$ cat src/rtl/intlv_pkg.sv
// Shared definitions for the 802.11a block interleavers: mode encoding,
// buffer geometry and the per-mode constants N_CBPS, s and D.
package intlv_pkg;

   localparam int NCBPS_MAX = 288;
   localparam int AW        = 9;
   // k_hi counts columns of 16 bits, up to D-1 = 17
   localparam int KHW       = 5;

   typedef enum logic [1:0] {
      MODE_BPSK  = 2'd0,
      MODE_QPSK  = 2'd1,
      MODE_16QAM = 2'd2,
      MODE_64QAM = 2'd3
   } mode_t;

   // Coded bits per OFDM symbol
   function automatic logic [AW-1:0] ncbps_of(input logic [1:0] m);
      case (mode_t'(m))
         MODE_BPSK:  return AW'(48);
         MODE_QPSK:  return AW'(96);
         MODE_16QAM: return AW'(192);
         default:    return AW'(288);
      endcase
   endfunction

   // Half the number of bits per subcarrier, at least 1
   function automatic logic [1:0] s_of(input logic [1:0] m);
      case (mode_t'(m))
         MODE_16QAM: return 2'd2;
         MODE_64QAM: return 2'd3;
         default:    return 2'd1;
      endcase
   endfunction

   // Rows of the 16-column interleaver matrix, N_CBPS/16
   function automatic logic [KHW-1:0] d_of(input logic [1:0] m);
      case (mode_t'(m))
         MODE_BPSK:  return KHW'(3);
         MODE_QPSK:  return KHW'(6);
         MODE_16QAM: return KHW'(12);
         default:    return KHW'(18);
      endcase
   endfunction

endpackage

$ cat src/rtl/intlv_addr.sv
// Combinational interleaver address map: input bit position (k_lo, k_hi)
// to output position j. First permutation is the 16-column transpose
// i = D*k_lo + k_hi; the second rotates bits inside each s-bit group.
module intlv_addr
   import intlv_pkg::*;
(
   input  logic [3:0]     k_lo,
   input  logic [KHW-1:0] k_hi,
   input  logic [1:0]     mode,
   output logic [AW-1:0]  j
);

   logic [AW-1:0] d;
   logic [AW-1:0] i;
   logic [1:0]    i_mod3;
   logic [1:0]    klo_mod3;
   logic [1:0]    rot;

   // floor(16*i/N_CBPS) equals k_lo, so the rotation term is (i - k_lo) mod s
   always_comb begin
      d        = AW'(d_of(mode));
      i        = d * AW'(k_lo) + AW'(k_hi);
      i_mod3   = 2'(i % AW'(3));
      klo_mod3 = 2'(k_lo % 4'd3);
      // non-negative (i - k_lo) mod 3; 2-bit wrap keeps the result in 0..2
      rot      = (i_mod3 >= klo_mod3) ? (i_mod3 - klo_mod3)
                                      : (i_mod3 + 2'd3 - klo_mod3);
      case (s_of(mode))
         2'd2:    j = {i[AW-1:1], i[0] ^ k_lo[0]};
         2'd3:    j = i - AW'(i_mod3) + AW'(rot);
         default: j = i;
      endcase
   end

endmodule

$ cat src/rtl/pld_intlv.sv
// Payload block interleaver: permuted write of each symbol into one bank of a
// ping-pong bit buffer, natural-order bit-serial read-out with ready/valid.
module pld_intlv
   import intlv_pkg::*;
(
   input  logic       clk,
   input  logic       rst,
   input  logic       clr,
   input  logic       di,
   input  logic       di_vld,
   input  logic [1:0] mode,
   output logic       do_bit,
   output logic       do_vld,
   input  logic       do_rdy,
   output logic       do_sym_last,
   output logic [1:0] do_mode,
   output logic       busy,
   output logic       err_ovf
);

   typedef enum logic {RD_IDLE, RD_RUN} rd_state_t;

   // Bank select is the address MSB, so both banks share one RAM
   logic mem [0:(2**(AW+1))-1];

   logic [3:0]     k_lo_reg;
   logic [KHW-1:0] k_hi_reg;
   logic           wsel_reg;
   logic [1:0]     wmode_reg;
   logic [1:0]     tag_reg [2];
   logic           err_reg;
   logic [1:0]     occ_reg;
   logic [1:0]     occ_next;
   logic           rsel_reg;
   logic [AW-1:0]  r_reg;
   rd_state_t      rd_state_reg;

   logic           k_first;
   logic [1:0]     eff_mode;
   logic           wr_last;
   logic [AW-1:0]  wr_addr;
   logic           wr_ok;
   logic           wr_en;
   logic           wr_done;
   logic           rd_load;
   logic           rd_last;
   logic           rd_release;
   logic           other_sel;

   // The first bit of a symbol uses the live mode; later bits the latched one
   assign k_first  = (k_lo_reg == 4'd0) && (k_hi_reg == '0);
   assign eff_mode = k_first ? mode : wmode_reg;
   assign wr_last  = (k_lo_reg == 4'd15) && (k_hi_reg == d_of(eff_mode) - KHW'(1));

   intlv_addr u_addr (
      .k_lo (k_lo_reg),
      .k_hi (k_hi_reg),
      .mode (eff_mode),
      .j    (wr_addr)
   );

   assign other_sel  = ~rsel_reg;
   assign rd_load    = (rd_state_reg == RD_RUN) && (!do_vld || do_rdy);
   assign rd_last    = (r_reg == ncbps_of(tag_reg[rsel_reg]) - AW'(1));
   assign rd_release = rd_load && rd_last;

   // A bank whose last bit is being loaded this cycle may take the next
   // symbol's first bit on the same edge; this keeps 1 bit/cycle sustained.
   assign wr_ok   = !occ_reg[wsel_reg] || (rd_release && (rsel_reg == wsel_reg));
   assign wr_en   = di_vld && wr_ok;
   assign wr_done = wr_en && wr_last;

   assign busy    = (|occ_reg) || !k_first || do_vld;
   assign err_ovf = err_reg;

   // Per-bank occupancy: set when its last bit is written, cleared once the
   // reader has loaded its last bit. Both events never target the same bank.
   for (genvar gi = 0; gi < 2; gi++) begin : g_occ
      assign occ_next[gi] = (wr_done && (wsel_reg == 1'(gi)))    ? 1'b1 :
                            (rd_release && (rsel_reg == 1'(gi))) ? 1'b0 :
                            occ_reg[gi];
   end

   // Bank occupancy register
   always_ff @(posedge clk or posedge rst) begin
      if (rst) begin
         occ_reg <= '0;
      end else if (clr) begin
         occ_reg <= '0;
      end else begin
         occ_reg <= occ_next;
      end
   end

   // Buffer write port; the RAM itself carries no reset
   always_ff @(posedge clk) begin
      if (wr_en) begin
         mem[{wsel_reg, wr_addr}] <= di;
      end
   end

   // Write-side counters, mode latch, bank tagging and overflow flag
   always_ff @(posedge clk or posedge rst) begin
      if (rst) begin
         k_lo_reg   <= '0;
         k_hi_reg   <= '0;
         wsel_reg   <= 1'b0;
         wmode_reg  <= '0;
         tag_reg[0] <= '0;
         tag_reg[1] <= '0;
         err_reg    <= 1'b0;
      end else if (clr) begin
         k_lo_reg   <= '0;
         k_hi_reg   <= '0;
         wsel_reg   <= 1'b0;
         wmode_reg  <= '0;
         tag_reg[0] <= '0;
         tag_reg[1] <= '0;
         err_reg    <= 1'b0;
      end else if (di_vld) begin
         if (wr_ok) begin
            if (k_first) begin
               wmode_reg <= mode;
            end
            if (wr_last) begin
               k_lo_reg          <= '0;
               k_hi_reg          <= '0;
               wsel_reg          <= ~wsel_reg;
               tag_reg[wsel_reg] <= eff_mode;
            end else if (k_lo_reg == 4'd15) begin
               k_lo_reg <= '0;
               k_hi_reg <= k_hi_reg + KHW'(1);
            end else begin
               k_lo_reg <= k_lo_reg + 4'd1;
            end
         end else begin
            err_reg <= 1'b1;
         end
      end
   end

   // Read-side FSM with registered outputs; do_bit is the registered RAM read
   always_ff @(posedge clk or posedge rst) begin
      if (rst) begin
         rd_state_reg <= RD_IDLE;
         rsel_reg     <= 1'b0;
         r_reg        <= '0;
         do_bit       <= 1'b0;
         do_vld       <= 1'b0;
         do_sym_last  <= 1'b0;
         do_mode      <= '0;
      end else if (clr) begin
         rd_state_reg <= RD_IDLE;
         rsel_reg     <= 1'b0;
         r_reg        <= '0;
         do_bit       <= 1'b0;
         do_vld       <= 1'b0;
         do_sym_last  <= 1'b0;
         do_mode      <= '0;
      end else begin
         case (rd_state_reg)
            RD_IDLE: begin
               if (do_vld && do_rdy) begin
                  do_vld      <= 1'b0;
                  do_sym_last <= 1'b0;
               end
               if (occ_reg[rsel_reg]) begin
                  rd_state_reg <= RD_RUN;
                  r_reg        <= '0;
               end
            end
            default: begin
               if (rd_load) begin
                  do_bit      <= mem[{rsel_reg, r_reg}];
                  do_vld      <= 1'b1;
                  do_sym_last <= rd_last;
                  do_mode     <= tag_reg[rsel_reg];
                  if (rd_last) begin
                     rsel_reg <= other_sel;
                     r_reg    <= '0;
                     if (!occ_reg[other_sel]) begin
                        rd_state_reg <= RD_IDLE;
                     end
                  end else begin
                     r_reg <= r_reg + AW'(1);
                  end
               end
            end
         endcase
      end
   end

endmodule

$ cat config.mk
export PLATFORM = sky130hd
export DESIGN_NAME = pld_intlv
export DESIGN_NICKNAME = d
export VERILOG_FILES = /design/src/rtl/intlv_pkg.sv /design/src/rtl/intlv_addr.sv /design/src/rtl/pld_intlv.sv
export SDC_FILE = /design/constraint.sdc
export NUM_CORES = 1
export LEC_CHECK = 0
export ABC_CLOCK_PERIOD_IN_PS = 21500
export BUFFER_PORTS_ARGS = -buffer_cell sky130_fd_sc_hd__buf_4
export CORE_MARGIN = 2
export CORE_UTILIZATION = 50
export DETAILED_ROUTE_END_ITERATION = 7
export HOLD_SLACK_MARGIN = 0.15
export PLACE_DENSITY = 0.63
export SLEW_MARGIN = 30
export SYNTH_ARGS = -nofsm -noshare
export SYNTH_HDL_FRONTEND = slang
export SYNTH_SLANG_ARGS = --single-unit
$ cat constraint.sdc
create_clock -name clk -period 21.5 [get_ports clk]
set_input_delay 1.075 -clock clk [delete_from_list [all_inputs] [get_ports clk]]
set_output_delay 1.075 -clock clk [all_outputs]
set_load 0.03 [all_outputs]
==> impl_metrics.yaml <==
run_status:
  outcome: "complete, no violations"
power_and_ir_drop:
  seqPwrFrac: 0.475
  p_switching_mw: 1.25
  peakVddDrop_mv: 0.106
  p_int_mw: 3.53
  pwr-share-clk: 0.387
  swShare: 0.261
  p_leak_nw: 16.1
  pwr-share-comb: 0.137
  powerDensity_mw_per_mm2: 89.0
place:
  port_buffers: 14
  pre_cts_slack_ns: 3.88
  place_congestion: 0.833
  hpwlAfterDp_um: 61600
  placed_cells: 4438
detailed_routing:
  detail-route-antenna-nets: 0
  drc: 0
  viasPerCell: 6.25
  drt-total-wl_um: 126000
  first_pass_iters: 6
  routedWlPerCell_um: 27.2
  vias: 29000
  drtIter0Drc: 3952
sta:
  period_minus_slack_ns: 17.39
  tightest_slew_ns: 0.959
  clock_skew_ns: 0.0288
  finalHoldViolations: 0
  setup_viol: 0
  max-slew-margin-rel: 0.361
  rsz0062_at_grt: "false"
  fin_ws_ns: 4.11
  final.setup.tns_ns: 0
  hold-worst-slack_ns: 0.487
  fin_crit_sh: 0.809
  drv_slew: 0
  fmax_ghz: 0.0575
worst_setup_path:
  setup.worst_path.start: "k_lo_reg[0]$_DFFE_PP0P_"
  crit_slowest_cell: "o22a_1"
  critPathKind: "flip-flop to flip-flop"
  r2r_end: "mem[16]$_DFFE_PP_"
  critPathCaptureType: "flip-flop"
  r2r-start: "k_lo_reg[0]$_DFFE_PP0P_"
  r2r_cells: 60
  cp.arrival_ns: 17.77
  critPathMaxStageDelay_ns: 0.77
  path_common_cell: "ha_1"
  cp_max_fo: 32
  crit_required_ns: 21.88
  r2r_setup_slack_ns: 4.11
  startpoint_type: "flip-flop"
yosys:
  ys_seq_area_frac: 0.646
  async_reset_ff_frac: 0.0331
  synth_top_area_share: 0.628
  synth_cell_type_count: 96
  avgSynthCellArea_um2: 14.4
  synth_edf_count: 1024
  yosysMostFrequentCell: "nor2_1"
  synth_commonest_cells: "nor2_1 (1095), edfxtp_1 (1024), mux4_2 (341)"
  ys.flop_type: "edfxtp_1"
  yosysWarnings: 0
  yosys.area.top_type: "edfxtp_1"
  syn-num-nets: 3482
  syn_inst: 3409
  ys_ff_latch: 1059
  syn_area_mm2: 0.0489
  synth.area.top_cells: "edfxtp_1 (63%), mux4_2 (16%), nor2_1 (8.4%), clkbuf_1 (2.0%), dfrtp_1 (1.8%)"
grt:
  first_global_vias: 28800
  grt_overflow_total: 0
  grt_pass1_wl_um: 186000
  track_usage: 0.256
  grt_max_degree: 238
  antenna_found_initial: 0
finish:
  final_cells: 4642
  largest_reg_flops: 1024
  final_core_util: 0.554
  fill_cells: 7629
  drive_gt1_frac: 0.198
  area_growth_pct: 9.68
  nNetsFinal: 3347
floorplan:
  io_pins: 15
  die_w_um: 317
  start_util: 0.505
  core-area_mm2: 0.0969
  dieArea_mm2: 0.100
  rows: 114
  die-height_um: 317
clock_network:
  tritoncts: "built"
  insertion_delay_ns: 0.70
  cts_sinks: 1059
  root_buffer: "clkbuf_16"
  cts_resized: 0
  hold_buffers: 0
  cts_setup_buffers: 0
  path_clk_slew_ns: 0.06
  cts_inserted_buffers: 109
  htreeDepth: 3
  clockBufferDepth: 3
run:
  max_cap_viol_count: 0
hold_path:
  hp-class: "input port to asynchronous set/reset pin"
[cells by family (layout without fill, tap and decap cells)]
family                   after synthesis  in the layout  synth area share
AO/OA/AOI/OAI                        200            200            0.0292
AND/OR/NAND/NOR                     1356           1356             0.113
XOR/XNOR                              29             29           0.00629
multiplexers                         358            358             0.161
other                                  0              1                 0
flip-flops                          1059           1059             0.646
buffers and inverters                342            298            0.0267
adder cells (fa/ha/maj)               65             65            0.0186
[worst max path at each step]
stage                                     to  depth (start not counted)
final                      mem[16]$_DFFE_PP_                         60
after global placement     mem[56]$_DFFE_PP_                         58
after detailed placement  mem[120]$_DFFE_PP_                         60
after floorplan            mem[15]$_DFFE_PP_                         64
after CTS                  mem[78]$_DFFE_PP_                         60
after global routing       mem[16]$_DFFE_PP_                         60
[worst max-delay path, delay by kind of cell, from the launching register on]
family | cells | cell delay (ns)
AOI/OAI and AO/OA | 20 | 5.54
xor gates and xnor gates | 2 | 0.66
adders and majority gates | 13 | 4.81
buffers and inverters | 4 | 0.58
DFF | 1 | 0.60
muxes | 2 | 0.56
and+or+nand+nor | 19 | 4.26
[cell type report]
class,instances,area (um2),share of cell area
clock buffers,130,2810,0.0523
clock inverters,72,664,0.0124
repair buffers,55,504,0.00939
inverters,41,154,0.00287
multi-input cells,2008,16300,0.304
diodes,1,2.50,0.0000466
well taps,1276,1600,0.0297
flip-flops and latches,1059,31600,0.589
[power by group through the flow]
stage	combinational, mW	clock (mW)	sequential (mW)
floorplan	0.418	0	2.31
global placement	0.639	0	2.31
detailed placement	0.649	0	2.31
CTS	0.655	1.87	2.27
global route	0.735	1.96	2.27
finish	0.655	1.85	2.27
[per-stage QoR]
step / total power [mW] / cell area [um2]
after global placement: 2.95 / 50100
after global routing: 4.96 / 53700
after CTS: 4.80 / 53500
after floorplan: 2.73 / 48900
final: 4.78 / 53700
after detailed placement: 2.96 / 50100
[metal layers]
metal  global-route usage  share of wire
met1                0.358           0.39
met2                0.417           0.49
met3               0.0473          0.097
met4               0.0734          0.026
met5                    0              0
[cell usage in the layout (no fill, tap or decap), types with 6 or more instances in the layout]
master / netlist / routed
nand2_4: 0 / 22
nand3_1: 18 / 18
nor2_1: 1095 / 1091
mux2i_1: 10 / 10
clkinv_1: 1 / 28
o21ai_0: 48 / 48
bufinv_16: 0 / 10
a21oi_1: 43 / 43
xnor2_1: 14 / 14
a21o_1: 9 / 9
clkbuf_1: 260 / 21
and3_1: 12 / 12
a211oi_1: 7 / 7
and2_1: 19 / 19
a22o_1: 7 / 7
dfrtp_1: 35 / 30
inv_1: 38 / 38
buf_4: 2 / 43
nor2b_1: 8 / 8
ha_1: 52 / 52
nor3_1: 21 / 21
edfxtp_1: 1024 / 1024
clkbuf_16: 0 / 109
clkinv_2: 0 / 21
buf_6: 1 / 7
fa_1: 13 / 13
or2_2: 6 / 6
xor2_1: 11 / 10
o211ai_1: 6 / 6
nand2_2: 0 / 42
nand2_1: 110 / 46
nand4_1: 8 / 8
mux2_2: 6 / 6
a22oi_1: 8 / 8
nand2b_1: 21 / 21
mux4_2: 341 / 341
No activity file was read; power rests on OpenSTA's default activity.
